**config.mk**
```make
export PLATFORM = sky130hd
export DESIGN_NAME = mips_multicycle_ctrl
export DESIGN_NICKNAME = d
export VERILOG_FILES = /design/src/rtl/mips_ctrl_pkg.sv /design/src/rtl/mips_multicycle_ctrl.sv
export SDC_FILE = /design/constraint.sdc
export NUM_CORES = 1
export LEC_CHECK = 0
export ABC_CLOCK_PERIOD_IN_PS = 3020
export BUFFER_PORTS_ARGS = -buffer_cell sky130_fd_sc_hd__buf_2
export CAP_MARGIN = 20
export CORE_MARGIN = 2
export CORE_UTILIZATION = 40
export DETAILED_ROUTE_END_ITERATION = 16
export GPL_TIMING_DRIVEN = 1
export PLACE_DENSITY = 0.76
export SYNTH_ARGS = -nofsm -noshare
export SYNTH_HDL_FRONTEND = slang
export SYNTH_SLANG_ARGS = --single-unit
```
**constraint.sdc**
```tcl
create_clock -name clk -period 3.02 [get_ports clk]
set_input_delay 0.302 -clock clk [delete_from_list [all_inputs] [get_ports clk]]
set_output_delay 0.302 -clock clk [all_outputs]
set_load 0.05 [all_outputs]
```
**src/rtl/mips_ctrl_pkg.sv**
```systemverilog
// Shared constants for the multicycle MIPS controller: opcodes, ALU-op codes,
// PC-source codes and the FSM state encoding. Honours MIPS_CTRL_ADDI_EN.
package mips_ctrl_pkg;

    localparam logic [5:0] OP_RTYPE = 6'b000000;
    localparam logic [5:0] OP_LW    = 6'b100011;
    localparam logic [5:0] OP_SW    = 6'b101011;
    localparam logic [5:0] OP_BEQ   = 6'b000100;
    localparam logic [5:0] OP_J     = 6'b000010;
    localparam logic [5:0] OP_ADDI  = 6'b001000;

    localparam logic [1:0] ALU_ADD   = 2'b00;
    localparam logic [1:0] ALU_SUB   = 2'b01;
    localparam logic [1:0] ALU_FUNCT = 2'b10;

    localparam logic [1:0] PCSRC_ALU    = 2'b00;
    localparam logic [1:0] PCSRC_ALUOUT = 2'b01;
    localparam logic [1:0] PCSRC_JUMP   = 2'b10;

    typedef enum logic [3:0] {
        S_FETCH     = 4'd0,
        S_DECODE    = 4'd1,
        S_MEM_ADDR  = 4'd2,
        S_MEM_READ  = 4'd3,
        S_MEM_WB    = 4'd4,
        S_MEM_WRITE = 4'd5,
        S_EXECUTE   = 4'd6,
        S_R_WB      = 4'd7,
        S_BRANCH    = 4'd8,
        S_JUMP      = 4'd9
`ifdef MIPS_CTRL_ADDI_EN
        , S_ADDI_EX = 4'd10,
        S_ADDI_WB   = 4'd11
`endif
    } state_t;

endpackage

```
**src/rtl/mips_multicycle_ctrl.sv**
```systemverilog
// Moore control FSM for a multicycle MIPS datapath (LW/SW/R-type/BEQ/J).
// Defining MIPS_CTRL_ADDI_EN adds the two-state ADDI path.
module mips_multicycle_ctrl
    import mips_ctrl_pkg::*;
(
    input  logic       clk,
    input  logic       rst,
    input  logic [5:0] opcode,
    input  logic       mem_ready,
    output logic       pc_write,
    output logic       pc_write_cond,
    output logic       i_or_d,
    output logic       mem_read,
    output logic       mem_write,
    output logic       ir_write,
    output logic       mem_to_reg,
    output logic       reg_write,
    output logic       reg_dst,
    output logic [1:0] pc_source,
    output logic       alu_op1,
    output logic       alu_op0,
    output logic       alu_src_a,
    output logic [1:0] alu_src_b,
    output logic       illegal_op,
    output logic [3:0] state
);

    state_t     state_q, state_d;
    logic [5:0] op_q, op_d;
    logic       illegal_q, illegal_d;
    logic [1:0] alu_op;

    always_ff @(posedge clk) begin
        if (rst) begin
            state_q   <= S_FETCH;
            op_q      <= '0;
            illegal_q <= 1'b0;
        end else begin
            state_q   <= state_d;
            op_q      <= op_d;
            illegal_q <= illegal_d;
        end
    end

    always_comb begin
        state_d       = state_q;
        op_d          = op_q;
        illegal_d     = illegal_q;
        pc_write      = 1'b0;
        pc_write_cond = 1'b0;
        i_or_d        = 1'b0;
        mem_read      = 1'b0;
        mem_write     = 1'b0;
        ir_write      = 1'b0;
        mem_to_reg    = 1'b0;
        reg_write     = 1'b0;
        reg_dst       = 1'b0;
        pc_source     = PCSRC_ALU;
        alu_op        = ALU_ADD;
        alu_src_a     = 1'b0;
        alu_src_b     = 2'b00;

        case (state_q)
            S_FETCH: begin
                mem_read  = 1'b1;
                alu_src_b = 2'b01;
                if (mem_ready) begin
                    ir_write = 1'b1;
                    pc_write = 1'b1;
                    state_d  = S_DECODE;
                end
            end
            S_DECODE: begin
                alu_src_b = 2'b11;
                op_d      = opcode;
                case (opcode)
                    OP_LW, OP_SW: state_d = S_MEM_ADDR;
                    OP_RTYPE:     state_d = S_EXECUTE;
                    OP_BEQ:       state_d = S_BRANCH;
                    OP_J:         state_d = S_JUMP;
`ifdef MIPS_CTRL_ADDI_EN
                    OP_ADDI:      state_d = S_ADDI_EX;
`endif
                    default: begin
                        illegal_d = 1'b1;
                        state_d   = S_FETCH;
                    end
                endcase
            end
            S_MEM_ADDR: begin
                alu_src_a = 1'b1;
                alu_src_b = 2'b10;
                // Only LW and SW reach here, so the latched opcode picks the direction.
                state_d   = (op_q == OP_SW) ? S_MEM_WRITE : S_MEM_READ;
            end
            S_MEM_READ: begin
                mem_read = 1'b1;
                i_or_d   = 1'b1;
                if (mem_ready) state_d = S_MEM_WB;
            end
            S_MEM_WB: begin
                reg_write  = 1'b1;
                mem_to_reg = 1'b1;
                state_d    = S_FETCH;
            end
            S_MEM_WRITE: begin
                mem_write = 1'b1;
                i_or_d    = 1'b1;
                if (mem_ready) state_d = S_FETCH;
            end
            S_EXECUTE: begin
                alu_src_a = 1'b1;
                alu_op    = ALU_FUNCT;
                state_d   = S_R_WB;
            end
            S_R_WB: begin
                reg_write = 1'b1;
                reg_dst   = 1'b1;
                state_d   = S_FETCH;
            end
            S_BRANCH: begin
                alu_src_a     = 1'b1;
                alu_op        = ALU_SUB;
                pc_write_cond = 1'b1;
                pc_source     = PCSRC_ALUOUT;
                state_d       = S_FETCH;
            end
            S_JUMP: begin
                pc_write  = 1'b1;
                pc_source = PCSRC_JUMP;
                state_d   = S_FETCH;
            end
`ifdef MIPS_CTRL_ADDI_EN
            S_ADDI_EX: begin
                alu_src_a = 1'b1;
                alu_src_b = 2'b10;
                state_d   = S_ADDI_WB;
            end
            S_ADDI_WB: begin
                reg_write = 1'b1;
                state_d   = S_FETCH;
            end
`endif
            default: state_d = S_FETCH;
        endcase

        // While reset is held the datapath sees a write-free FETCH decode.
        if (rst) begin
            pc_write      = 1'b0;
            pc_write_cond = 1'b0;
            i_or_d        = 1'b0;
            mem_read      = 1'b1;
            mem_write     = 1'b0;
            ir_write      = 1'b0;
            mem_to_reg    = 1'b0;
            reg_write     = 1'b0;
            reg_dst       = 1'b0;
            pc_source     = PCSRC_ALU;
            alu_op        = ALU_ADD;
            alu_src_a     = 1'b0;
            alu_src_b     = 2'b01;
        end
    end

    assign alu_op1    = alu_op[1];
    assign alu_op0    = alu_op[0];
    assign illegal_op = illegal_q;
    assign state      = state_q;

endmodule

```
==> results summary <==
The number of antenna violations at the first check in global routing came out at 0. The pre-CTS setup slack is 1.21 ns. The initial utilization of the core area, before any placement, comes to 0.428. The maximum fanout count along the critical path came out at 13. The layout has 186 filler cells.

The storage element area came out at 220 um2. The number of nets handed over by synthesis was 106. The CTS clock-pin slew for the worst setup and hold paths is 0.06 ns. In the final layout, the multi-input gates occupy 479 um2.

The final total power is 0.000339 W. The remaining global-route overflow is 0. The required time of the critical path is 2.72 ns. The post-synthesis to final-layout area growth came out at 21.8%. The die outline height is 47.2 um.

Setup repair after global routing left no endpoint under its margin. The post-detailed-route via-to-cell ratio came out at 5.29. The setup total negative slack is 0 ns.

In the synthesized netlist the async set-or-reset flop fraction comes to 0. The maximum buffer depth of the clock tree came out at 2. The number of slew-limit violations in the final report came out at 0. The TritonCTS buffer count is 3. Across the run, the number of max-cap violations was 0. In this run the post-CTS setup repair buffer count came out at 0.

The maximum clock frequency came out at 0.478 GHz. The half-perimeter wire length after detailed placement is 1300 um. After the last flow step, the layout net total stands at 132. The later pin in the worst-skew pair is clocked with a latency of 0.27 ns. The critical path arrival came out at 1.79 ns. Measured on the finished design, the core utilization comes to 0.521.

The adder-cell share of the synthesized area is 0. The final setup violation count is 0. Once detail routing completed, the nets flagged for antenna violations numbered 0. The xor and xnor area share after synthesis came out at 0.0235. The post-synthesis cell type with the largest combined area is sky130_fd_sc_hd__dfxtp_1. The level count of the clock H-tree is 1. The aggregate routed wire length came out at 1710 um.

The number of iterations in the first detailed-routing pass is 4. The number of hold violations in the final report came out at 0. By area the synthesized netlist is led by sky130_fd_sc_hd__dfxtp_1, sky130_fd_sc_hd__nand2_1, sky130_fd_sc_hd__nor3_1. The kind of path behind the tightest hold check is in2reg. The dominant combinational cell family by area after synthesis is simple AND/OR/NAND/NOR gates. The final antenna diode count is 0.

The number of enable flip-flop cells after synthesis is 0. The largest clock skew in the final design came out at 0.00350 ns. The post-cts repair resize count came out at 0. The root buffer cell chosen for the clock tree is sky130_fd_sc_hd__clkbuf_4. The number of synthesized register bits came out at 11. The worst setup path is captured at an output pin.

In this run the core area contains 15 standard-cell rows. The cell area that synthesis handed to floorplanning was 747 um2. The cell area power density is 373 nW/um2. The setup path with the least slack is of type reg2out.

The first global-routing pass estimated 2680 um of wire. The fraction of the mapped netlist area in compound gates was 0.208. The run finished with clean final reports. TritonCTS built the clock tree. The via count of the first global-routing pass is 611. The worst vdd rail ir drop came out at 0.214 mV.

The routed wire length per instance came out at 11.6 um. The count of mapped cells out of synthesis is 97. After clock tree synthesis, the flow added hold-fix buffers numbering 0.

The static leakage power came out at 0.366 nW. The number of design-rule violations left by the first detailed-router iteration is 22. The die covers 2230 um2. The count of unique library cells instantiated by Yosys came out at 39. The last weighted congestion value of the routability-driven placer came out at 0.787. The time the worst path needs with I/O delays and setup is 2.09 ns. For this run, the leading register cell type out of synthesis is sky130_fd_sc_hd__dfxtp_1. Measured against the total synthesized area, the mux share comes to 0.

Buffers placed on the I/O ports in this run total 29. The final worst slack came out at 0.926 ns. A synthesized cell averages 7.70 um2.

The worst relative slew slack is 0.665. The largest net degree at the start of global routing came out at 21. The share of post-route cells with drive strength above 1 came out at 0.320. The final critical-path share of the clock period is 0.693. The transition time at the pin with the least slew margin is 0.502 ns. The aggregate global-route resource usage came out at 0.173.

By instance count, the leading cell after synthesis is sky130_fd_sc_hd__nand2_1. The boundary pin count is 30. The floorplan core area came out at 1750 um2. The simple-gate portion of the synthesized area came out at 0.404. The clock net sink count came out at 11.

The share of synthesized area in the top cell type comes to 0.295. The commonest cells after synthesis are sky130_fd_sc_hd__nand2_1, sky130_fd_sc_hd__dfxtp_1, sky130_fd_sc_hd__nor2_1, sky130_fd_sc_hd__nor3_1, sky130_fd_sc_hd__a21oi_1. The width of the chip came out at 47.2 um. The total number of yosys warnings came out at 0. The worst setup path is launched from a flip-flop.

The register area share after synthesis came out at 0.295. The total number of vias came out at 778. The post-detailed-route DRC marker count is 0.
[logic make-up after synthesis]
kind of cell | after synthesis
AND/OR/NAND/NOR | 53
AO/OA/AOI/OAI | 21
flip-flops | 11
buffers and inverters | 10
XOR/XNOR | 2
[cell usage in the layout (no fill, tap or decap), types with 2 or more instances in the layout]
cell type                  netlist  routed
sky130_fd_sc_hd__or2_1           2       2
sky130_fd_sc_hd__nand3b_1        2       2
sky130_fd_sc_hd__a21oi_1         7       7
sky130_fd_sc_hd__dfxtp_1        11      11
sky130_fd_sc_hd__clkbuf_4        0       3
sky130_fd_sc_hd__nand2b_1        4       4
sky130_fd_sc_hd__nor2_1          8       8
sky130_fd_sc_hd__nand2_1        15      15
sky130_fd_sc_hd__buf_2           3      29
sky130_fd_sc_hd__nor3_1          8       7
sky130_fd_sc_hd__and3_1          2       2
sky130_fd_sc_hd__or3_1           3       3
sky130_fd_sc_hd__nor4_1          2       2
sky130_fd_sc_hd__inv_1           2       2
[power breakdown]
part           internal, W  leakage (nW)  total [W]  switching (W)
logic            0.0000267         0.262  0.0000809      0.0000542
registers         0.000153        0.0898   0.000161     0.00000847
clock network    0.0000512        0.0150  0.0000974      0.0000462
[worst max-delay path: stages, from the launching register on]
cell and delay, ns:
sky130_fd_sc_hd__dfxtp_1 0.45, sky130_fd_sc_hd__or3_1 0.50, sky130_fd_sc_hd__nor4_2 0.19, sky130_fd_sc_hd__or2_1 0.13, sky130_fd_sc_hd__buf_2 0.25
[flip-flops by register name (all words and copies together), names as in the netlist]
register	count
illegal_op	1
op_q	6
state	4
[layer usage]
metal  vias to the layer above  track usage  wire [um]  part of all wire
li1                        402            -          -                 -
met1                       339        0.225        825              0.48
met2                        32        0.266        727              0.42
met3                         5       0.0346        119             0.070
met4                         0        0.100         39             0.023
met5                         -            0          0                 0
[path summary, 6_finish.rpt]
check,from,endpoint,slack [ns],cells past startpoint
max,state[0],pc_write,0.93,4
max reg2reg,state[0],state[2],1.18,4
min,opcode[5],op_q[5],0.30,3
min reg2reg,op_q[0],op_q[0],0.46,2
[through the flow]
stage	cell area (um2)	instances	hold WS, ns
5_1_grt	910	147	0.296
4_1_cts	910	147	0.290
3_5_place_dp	883	143	0.454
3_3_place_gp	883	143	0.448
6_report	910	147	0.297
2_1_floorplan	752	97	0.431
[final cells by class]
type | count | share of cell area
clock buffer | 4 | 0.0289
inverter | 2 | 0.00825
multi-input combinational | 76 | 0.527
sequential | 11 | 0.242
tap | 25 | 0.0344
timing repair buffer | 29 | 0.160
(Power assumes the default switching activity.)
